===== config.mk =====
export PLATFORM = sky130hd
export DESIGN_NAME = multicast_tx
export DESIGN_NICKNAME = d
export VERILOG_FILES = /design/src/rtl/multicast_tx.sv
export SDC_FILE = /design/constraint.sdc
export NUM_CORES = 1
export LEC_CHECK = 0
export CELL_PAD_IN_SITES_DETAIL_PLACEMENT = 1
export CELL_PAD_IN_SITES_GLOBAL_PLACEMENT = 1
export CORE_MARGIN = 1.5
export CORE_UTILIZATION = 36
export CTS_CLUSTER_DIAMETER = 120
export DETAILED_ROUTE_END_ITERATION = 10
export GPL_TIMING_DRIVEN = 0
export HOLD_SLACK_MARGIN = 0.05
export PLACE_DENSITY_LB_ADDON = 0.15
export SLEW_MARGIN = 10
export SYNTH_ARGS = -nofsm -noshare
export SYNTH_HDL_FRONTEND = slang
export SYNTH_SLANG_ARGS = --single-unit

===== constraint.sdc =====
create_clock -name clk -period 3.95 [get_ports clk]
set_clock_uncertainty 0.05 [all_clocks]
set_input_delay 0.9875 -clock clk [delete_from_list [all_inputs] [get_ports clk]]
set_output_delay 0.9875 -clock clk [all_outputs]
set_load 0.01 [all_outputs]

===== src/rtl/multicast_tx.sv =====
// multicast_tx: global-buffer side sender for the multicast bus.
// Accepts one host command, reads cmd_len words from the global buffer SRAM
// starting at cmd_addr and broadcasts them in address order with the command
// tag and the write-enable line matching the data type.
module multicast_tx #(
  parameter int DATA_W = 32,
  parameter int TAG_W  = 6,
  parameter int ADDR_W = 10,
  parameter int LEN_W  = 8
) (
  input  logic              clk,
  input  logic              rst,
  input  logic              cmd_valid,
  output logic              cmd_ready,
  input  logic [TAG_W-1:0]  cmd_tag,
  input  logic [1:0]        cmd_type,
  input  logic [ADDR_W-1:0] cmd_addr,
  input  logic [LEN_W-1:0]  cmd_len,
  output logic              buf_en,
  output logic [ADDR_W-1:0] buf_addr,
  input  logic [DATA_W-1:0] buf_rdata,
  output logic [TAG_W-1:0]  Tag_to_Bus,
  output logic [DATA_W-1:0] value_to_Bus,
  output logic              Enable_to_Bus,
  input  logic              Ready_from_Bus,
  output logic              weight_wea_to_Bus,
  output logic              ifmap_wea_to_Bus,
  output logic              psum_wea_to_Bus,
  output logic              busy,
  output logic              done,
  output logic              err
);

  typedef enum logic [1:0] {
    IDLE   = 2'd0,
    STREAM = 2'd1,
    DRAIN  = 2'd2,
    FINISH = 2'd3
  } state_t;

  localparam logic [1:0] TYPE_WEIGHT  = 2'd0;
  localparam logic [1:0] TYPE_IFMAP   = 2'd1;
  localparam logic [1:0] TYPE_PSUM    = 2'd2;
  localparam logic [1:0] TYPE_ILLEGAL = 2'd3;

  state_t              state;

  // Command fields captured at acceptance; they stay put for the whole transfer.
  logic [TAG_W-1:0]    tag_q;
  logic [1:0]          type_q;
  logic [ADDR_W-1:0]   base_q;
  logic [LEN_W-1:0]    len_q;

  // issued counts SRAM reads, sent counts completed bus handshakes.
  logic [LEN_W-1:0]    issued;
  logic [LEN_W-1:0]    sent;

  // A read issued last cycle has its data on buf_rdata this cycle.
  logic                inflight;

  // Two-entry output buffer between the SRAM and the bus.
  logic [DATA_W-1:0]   fifo_mem [2];
  logic                wr_ptr;
  logic                rd_ptr;
  logic [1:0]          fifo_count;

  logic                accept;
  logic                push;
  logic                pop;
  logic [2:0]          occupancy;
  logic                read_fire;

  assign cmd_ready = (state == IDLE);
  assign accept    = cmd_valid && cmd_ready;

  assign Enable_to_Bus = (fifo_count != 2'd0);
  assign value_to_Bus  = fifo_mem[rd_ptr];
  assign Tag_to_Bus    = tag_q;

  assign push = inflight;
  assign pop  = Enable_to_Bus && Ready_from_Bus;

  // Words that will be held or arriving once this cycle ends; a new read is
  // only safe if its data will still find a free slot next cycle.
  assign occupancy = {1'b0, fifo_count} + {2'b00, inflight} - {2'b00, pop};
  assign read_fire = (state == STREAM) && (issued != len_q) && (occupancy < 3'd2);

  assign buf_en   = read_fire;
  assign buf_addr = base_q + ADDR_W'(issued);

  assign weight_wea_to_Bus = Enable_to_Bus && (type_q == TYPE_WEIGHT);
  assign ifmap_wea_to_Bus  = Enable_to_Bus && (type_q == TYPE_IFMAP);
  assign psum_wea_to_Bus   = Enable_to_Bus && (type_q == TYPE_PSUM);

  assign busy = (state == STREAM) || (state == DRAIN);
  assign done = (state == FINISH);
  assign err  = (state == FINISH) && (type_q == TYPE_ILLEGAL);

  // Control FSM: accept a command, stream reads, wait for the last handshake, report.
  always_ff @(posedge clk or posedge rst) begin
    if (rst) begin
      state  <= IDLE;
      tag_q  <= '0;
      type_q <= '0;
      base_q <= '0;
      len_q  <= '0;
    end else begin
      case (state)
        IDLE: begin
          if (accept) begin
            tag_q  <= cmd_tag;
            type_q <= cmd_type;
            base_q <= cmd_addr;
            len_q  <= cmd_len;
            if ((cmd_len == '0) || (cmd_type == TYPE_ILLEGAL)) begin
              state <= FINISH;
            end else begin
              state <= STREAM;
            end
          end
        end
        STREAM: begin
          if (read_fire && ((issued + LEN_W'(1)) == len_q)) begin
            state <= DRAIN;
          end
        end
        DRAIN: begin
          if (pop && ((sent + LEN_W'(1)) == len_q)) begin
            state <= FINISH;
          end
        end
        FINISH: begin
          state <= IDLE;
        end
        default: begin
          state <= IDLE;
        end
      endcase
    end
  end

  // Read and handshake counters, restarted by every accepted command.
  always_ff @(posedge clk or posedge rst) begin
    if (rst) begin
      issued <= '0;
      sent   <= '0;
    end else if (accept) begin
      issued <= '0;
      sent   <= '0;
    end else begin
      if (read_fire) begin
        issued <= issued + LEN_W'(1);
      end
      if (pop) begin
        sent <= sent + LEN_W'(1);
      end
    end
  end

  // SRAM return tracking and the two-entry buffer; reset drops any pending read data.
  always_ff @(posedge clk or posedge rst) begin
    if (rst) begin
      inflight    <= 1'b0;
      fifo_mem[0] <= '0;
      fifo_mem[1] <= '0;
      wr_ptr      <= 1'b0;
      rd_ptr      <= 1'b0;
      fifo_count  <= 2'd0;
    end else begin
      inflight <= read_fire;
      if (push) begin
        fifo_mem[wr_ptr] <= buf_rdata;
        wr_ptr           <= ~wr_ptr;
      end
      if (pop) begin
        rd_ptr <= ~rd_ptr;
      end
      case ({push, pop})
        2'b10:   fifo_count <= fifo_count + 2'd1;
        2'b01:   fifo_count <= fifo_count - 2'd1;
        default: fifo_count <= fifo_count;
      endcase
    end
  end

endmodule


# After elaboration in Yosys (flattened, before gate mapping)
# Cells that the tools add are included.
# totals
regBits	113
output_inout_bits	57
inputBits	62
word_cells	81
# classes
n_reduce_logical	22
n_mux	16
n_lt_le_gt_ge	4
n_bitwise	4
addsub	7
n_eq_ne	15
# op_table
operator	n
32-bit two-way mux	4
64-bit bitwise mux	1
32-bit demux with 1-bit select	1
8-bit two-way mux	4
8-bit by 1-bit adder with 8-bit output (second input constant)	2
8-bit equality test	2
2-bit equality test (second input constant)	6
1-bit logical AND	11
10-bit by 8-bit adder with 10-bit output	1
8-bit zero test	1
2-bit two-way mux	4
8-bit != test	1
2-bit case mux with 4 select lines	1
2-bit nonzero test	4
2-bit by 1-bit equality test with 1-bit output (second input constant)	3
2-bit by 1-bit != test with 1-bit output (second input constant)	3
2-bit >= comparator (second input constant)	2
2-bit zero test	2
1-bit NOT with 2-bit output	2
2-bit case mux with 2 select lines	1
2-bit by 1-bit adder with 3-bit output	1
3-bit by 2-bit less-than comparator with 1-bit output (second input constant)	1
3-bit AND reduction	1
3-bit by 1-bit subtractor with 3-bit output	1
other kinds (6)	8

# Depth between registers and ports, before layout
# depth
depth_word	8
depth_mapped	12
depth_no_buf	12

# Worst setup path after synthesis
# Ideal clock, no wire load.
# synth_path
path_kind	input-to-reg
start	input port Ready_from_Bus
end	register state[1]
arrival_time_ns	3.377
setup_slack_ns	0.443
path_stages	12
required_ns	3.821
setup_ns	0.079
path_buffers	0
path_cell_list	nand2_1 > nor2_1 > a21oi_1 > nand2b_1 > fa_1 > xnor2_1 > nand3_1 > a21oi_2 > o21ai_2 > o41a_1 > a2111oi_4 > mux2i_1
# synth_between
elab_chain_cells	7
elab_cells_between_ends	9
cone_classes	add/sub (1); order compare (1); eq/ne (2); reduce/logical (5)
# synth_rtl
item	line	text
from (decl)	25	input logic Ready_from_Bus,
1-bit logical AND	81	assign pop = Enable_to_Bus && Ready_from_Bus;
3-bit by 1-bit subtractor with 3-bit output	85	assign occupancy = {1'b0, fifo_count} + {2'b00, inflight} - {2'b00, pop};
3-bit by 2-bit less-than comparator with 1-bit output	86	assign read_fire = (state == STREAM) && (issued != len_q) && (occupancy < 3'd2);
1-bit logical AND	86	
via buf_en	19	output logic buf_en,
1-bit logical AND	123	if (read_fire && ((issued + LEN_W'(1)) == len_q)) begin
2-bit by 1-bit != test with 1-bit output (no source line)	--	
3-bit AND reduction (no source line)	--	
to (signal assigned)	124	state <= DRAIN;
to (signal assigned)	129	state <= FINISH;
to (signal assigned)	133	state <= IDLE;
to (decl)	46	state_t state;
# The timed path passes the listed nets, and every way through them passes these cells.
# A chain may end at the register's enable or synchronous reset.

# Final worst setup path
# layout_path
start	input port Ready_from_Bus
end	output port buf_en
# layout_between
elab_chain_cells	4
# layout_rtl
item	line
1-bit logical AND	81
3-bit by 1-bit subtractor with 3-bit output	85
3-bit by 2-bit less-than comparator with 1-bit output	86
1-bit logical AND	86
to (decl)	19
# No other way between the ends.

==> flow_metrics.env <==
export IMPL_core_mm2=0.0158
export IMPL_synth_distinct_cells=50
export IMPL_multi_input_area_mm2=0.00279
export IMPL_area_growth_pct=37.2
export IMPL_drtIter0Drc=130
export IMPL_synth_seq_cells=113
export IMPL_synth_ff_type="dfrtp_1"
export IMPL_synth_edf_count=0
export IMPL_cap_viol_max_count=0
export IMPL_peakVddDrop_uv=285
export IMPL_r2r_slack_ps=590
export IMPL_synth_seq_area_share_pct=48.9
export IMPL_ys_warn_count=0
export IMPL_grt_pass1_vias=4836
export IMPL_register_area_mm2=0.00283
export IMPL_dp_hpwl_mm=11.4
export IMPL_arrival_ps=2850
export IMPL_n_fill_cell=1719
export IMPL_cts_path_max_buffers=2
export IMPL_cp_start_kind="input port"
export IMPL_route_vias_total=4453
export IMPL_grt_max_degree=40
export IMPL_design_area_mm2=0.00794
export IMPL_period_share_pct=98.4
export IMPL_setup_violations=0
export IMPL_nets=752
export IMPL_wl_per_cell_um=16.9
export IMPL_dr_pass1_iters=4
export IMPL_max_freq_mhz=257
export IMPL_cts_clk_slew_worst_paths_ps=60
export IMPL_totalPowerFinal_w=0.00280
export IMPL_fp_dieW_um=130
export IMPL_clkLatencyLatePin_ps=410
export IMPL_drc=0
export IMPL_cts_tree="built"
export IMPL_synth_cells=528
export IMPL_syn_nets=606
export IMPL_cp_required_ps=2910
export IMPL_routabilityCongestion=0.810
export IMPL_io_pins=119
export IMPL_worst_setup_path_end_kind="output pin"
export IMPL_grt_ovfl_total=0
export IMPL_antenna_left=0
export IMPL_setup_tns_ps=0
export IMPL_cts_root_buf="clkbuf_16"
export IMPL_status="finished, final reports clean"
export IMPL_slew_headroom_pct=55.0
export IMPL_start_util_pct=36.7
export IMPL_avgSynthCellArea_um2=11.0
export IMPL_critPathMaxFanout=4
export IMPL_htree_levels=4
export IMPL_p_leak_nw=3.65
export IMPL_cts_buffers=17
export IMPL_antennaDiodeCount=0
export IMPL_placed_area_mm2=0.00730
export IMPL_cts_sinks=113
export IMPL_num_rows=46
export IMPL_power_density_mw_per_mm2=353
export IMPL_port_buffers=118
export IMPL_hold_class="reg2reg"
export IMPL_track_usage_pct=19.0
export IMPL_cts_hold_buf=0
export IMPL_synthesis_area_mm2=0.00579
export IMPL_async_reset_ff_share_pct=100
export IMPL_final_hold_violation_count=0
export IMPL_fp_dieH_um=130
export IMPL_wirelength_mm=15.3
export IMPL_grt_pass1_wl_mm=24.4
export IMPL_viasPerCell=4.94
export IMPL_finalMaxSlewViolations=0
export IMPL_period_needed_ps=3890
export IMPL_setup_worst_path_class="in2out"
export IMPL_utilization_pct=50.3
export IMPL_worstMarginPinSlew_ps=675
export IMPL_antenna_found_initial=0
export IMPL_die_area_mm2=0.0168
export IMPL_drive_above_1_share_pct=23.2
-- synth_stat cells, types with 2 or more instances --
library cell / number / share of area (%)
a21o_1: 2 / 0.26
a21oi_1: 16 / 1.4
a31oi_1: 2 / 0.22
a41oi_1: 3 / 0.45
buf_1: 6 / 0.39
buf_6: 2 / 0.39
clkbuf_1: 16 / 1.0
clkbuf_2: 3 / 0.26
dfrtp_1: 113 / 49
fa_1: 2 / 0.69
ha_1: 14 / 3.0
inv_1: 18 / 1.2
mux2_2: 96 / 19
nand2_1: 97 / 6.3
nand2b_1: 5 / 0.54
nand3_1: 10 / 0.87
nand4_1: 6 / 0.65
nor2_1: 23 / 1.5
nor3_1: 7 / 0.61
nor3b_1: 3 / 0.39
nor4_1: 4 / 0.43
o21a_1: 2 / 0.26
o21ai_0: 8 / 0.69
o21bai_1: 3 / 0.39
xnor2_1: 19 / 2.9
xor2_1: 24 / 3.6
-- state kept, by name, summed over array words and instances, names as in the netlist --
name,cells
rd_ptr,1
state,2
base_q,10
inflight,1
fifo_count,2
sent,8
Tag_to_Bus,6
type_q,2
wr_ptr,1
fifo_mem,64
len_q,8
issued,8
-- worst paths after layout --
path	startpoint	cells past startpoint	to
min in group asynchronous	rst	2	fifo_mem[23]
hold / removal	Tag_to_Bus[5]	2	Tag_to_Bus[5]
hold reg to reg	Tag_to_Bus[5]	2	Tag_to_Bus[5]
setup / recovery	Ready_from_Bus	10	buf_en
max in group asynchronous	rst	4	sent[2]
setup reg to reg	fifo_count[1]	14	state[1]
-- logic make-up (layout without fill, tap and decap cells) --
logic type / Yosys count / after routing / synth area share [%]
AND/OR/NAND/NOR: 163 / 163 / 12.3
multiplexers: 97 / 97 / 18.9
buffers and inverters: 46 / 204 / 3.48
AO/OA/AOI/OAI: 49 / 49 / 5.95
adder cells (fa/ha/maj): 16 / 16 / 3.72
flip-flops: 113 / 113 / 48.9
XOR/XNOR: 44 / 44 / 6.79
-- layout by cell type, fill, tap and decap left out, drive strengths merged, types with 3 or more instances in the layout --
cell | Yosys | final
ha | 14 | 14
clkbuf | 20 | 38
nand2 | 97 | 97
xor2 | 25 | 25
nor3 | 7 | 7
o21ai | 9 | 9
nand4 | 6 | 6
clkinvlp | 0 | 6
dfrtp | 113 | 113
nor2 | 23 | 23
nand3 | 10 | 10
a41oi | 3 | 3
o21bai | 3 | 3
inv | 18 | 18
clkinv | 0 | 6
nand2b | 5 | 5
nor4 | 4 | 4
a21oi | 17 | 17
mux2 | 96 | 96
nor3b | 3 | 3
buf | 8 | 17
clkdlybuf4s50 | 0 | 113
xnor2 | 19 | 19
-- where the power goes --
part	total, W	leakage (nW)	internal, W	switching, W
combinational	0.000194	1.91	0.000119	0.0000750
clock	0.00142	0.260	0.000874	0.000546
sequential	0.00119	1.48	0.00118	0.00000883
-- per-stage QoR --
step | hold WS (ps) | setup slack, ps | std cells
5_1_grt | 451 | -27.9 | 902
6_report | 422 | 62.3 | 902
4_1_cts | 426 | 8.88 | 900
3_5_place_dp | 417 | -866 | 865
2_1_floorplan | 402 | 443 | 528
3_3_place_gp | 410 | -883 | 862
-- per-layer routing --
metal | vias up | share of wire, % | track usage [%]
li1 | 2096 | - | -
met1 | 2232 | 42 | 22.9
met2 | 102 | 50 | 32.1
met3 | 23 | 6.0 | 5.74
met4 | 0 | 2.2 | 7.58
met5 | - | 0 | 0
-- final cells by class --
type / count / area share [%]
well taps: 216 / 3.41
repair buffers: 127 / 16.3
flip-flops and latches: 113 / 35.7
clock buffers: 18 / 5.53
plain buffers: 28 / 1.69
multi-input cells: 369 / 35.1
inverters: 18 / 0.899
clock inverters: 13 / 1.43
-- what timing repair did --
item / in CTS / in global routing
gates resized for setup: 12 / 5
pin swaps: 3 / 3
setup buffers: 4 / 2
endpoints found under the setup margin: 6 / 4
-- critical path, cell delays in order --
cell,delay (ps)
dlygate4sd2_1,260
nand2_1,90
nor2_2,140
a21oi_1,80
nand2b_1,170
fa_2,370
xnor2_2,160
nand3_1,160
a21oi_4,190
clkdlybuf4s15_2,250
(Power assumes the default switching activity.)
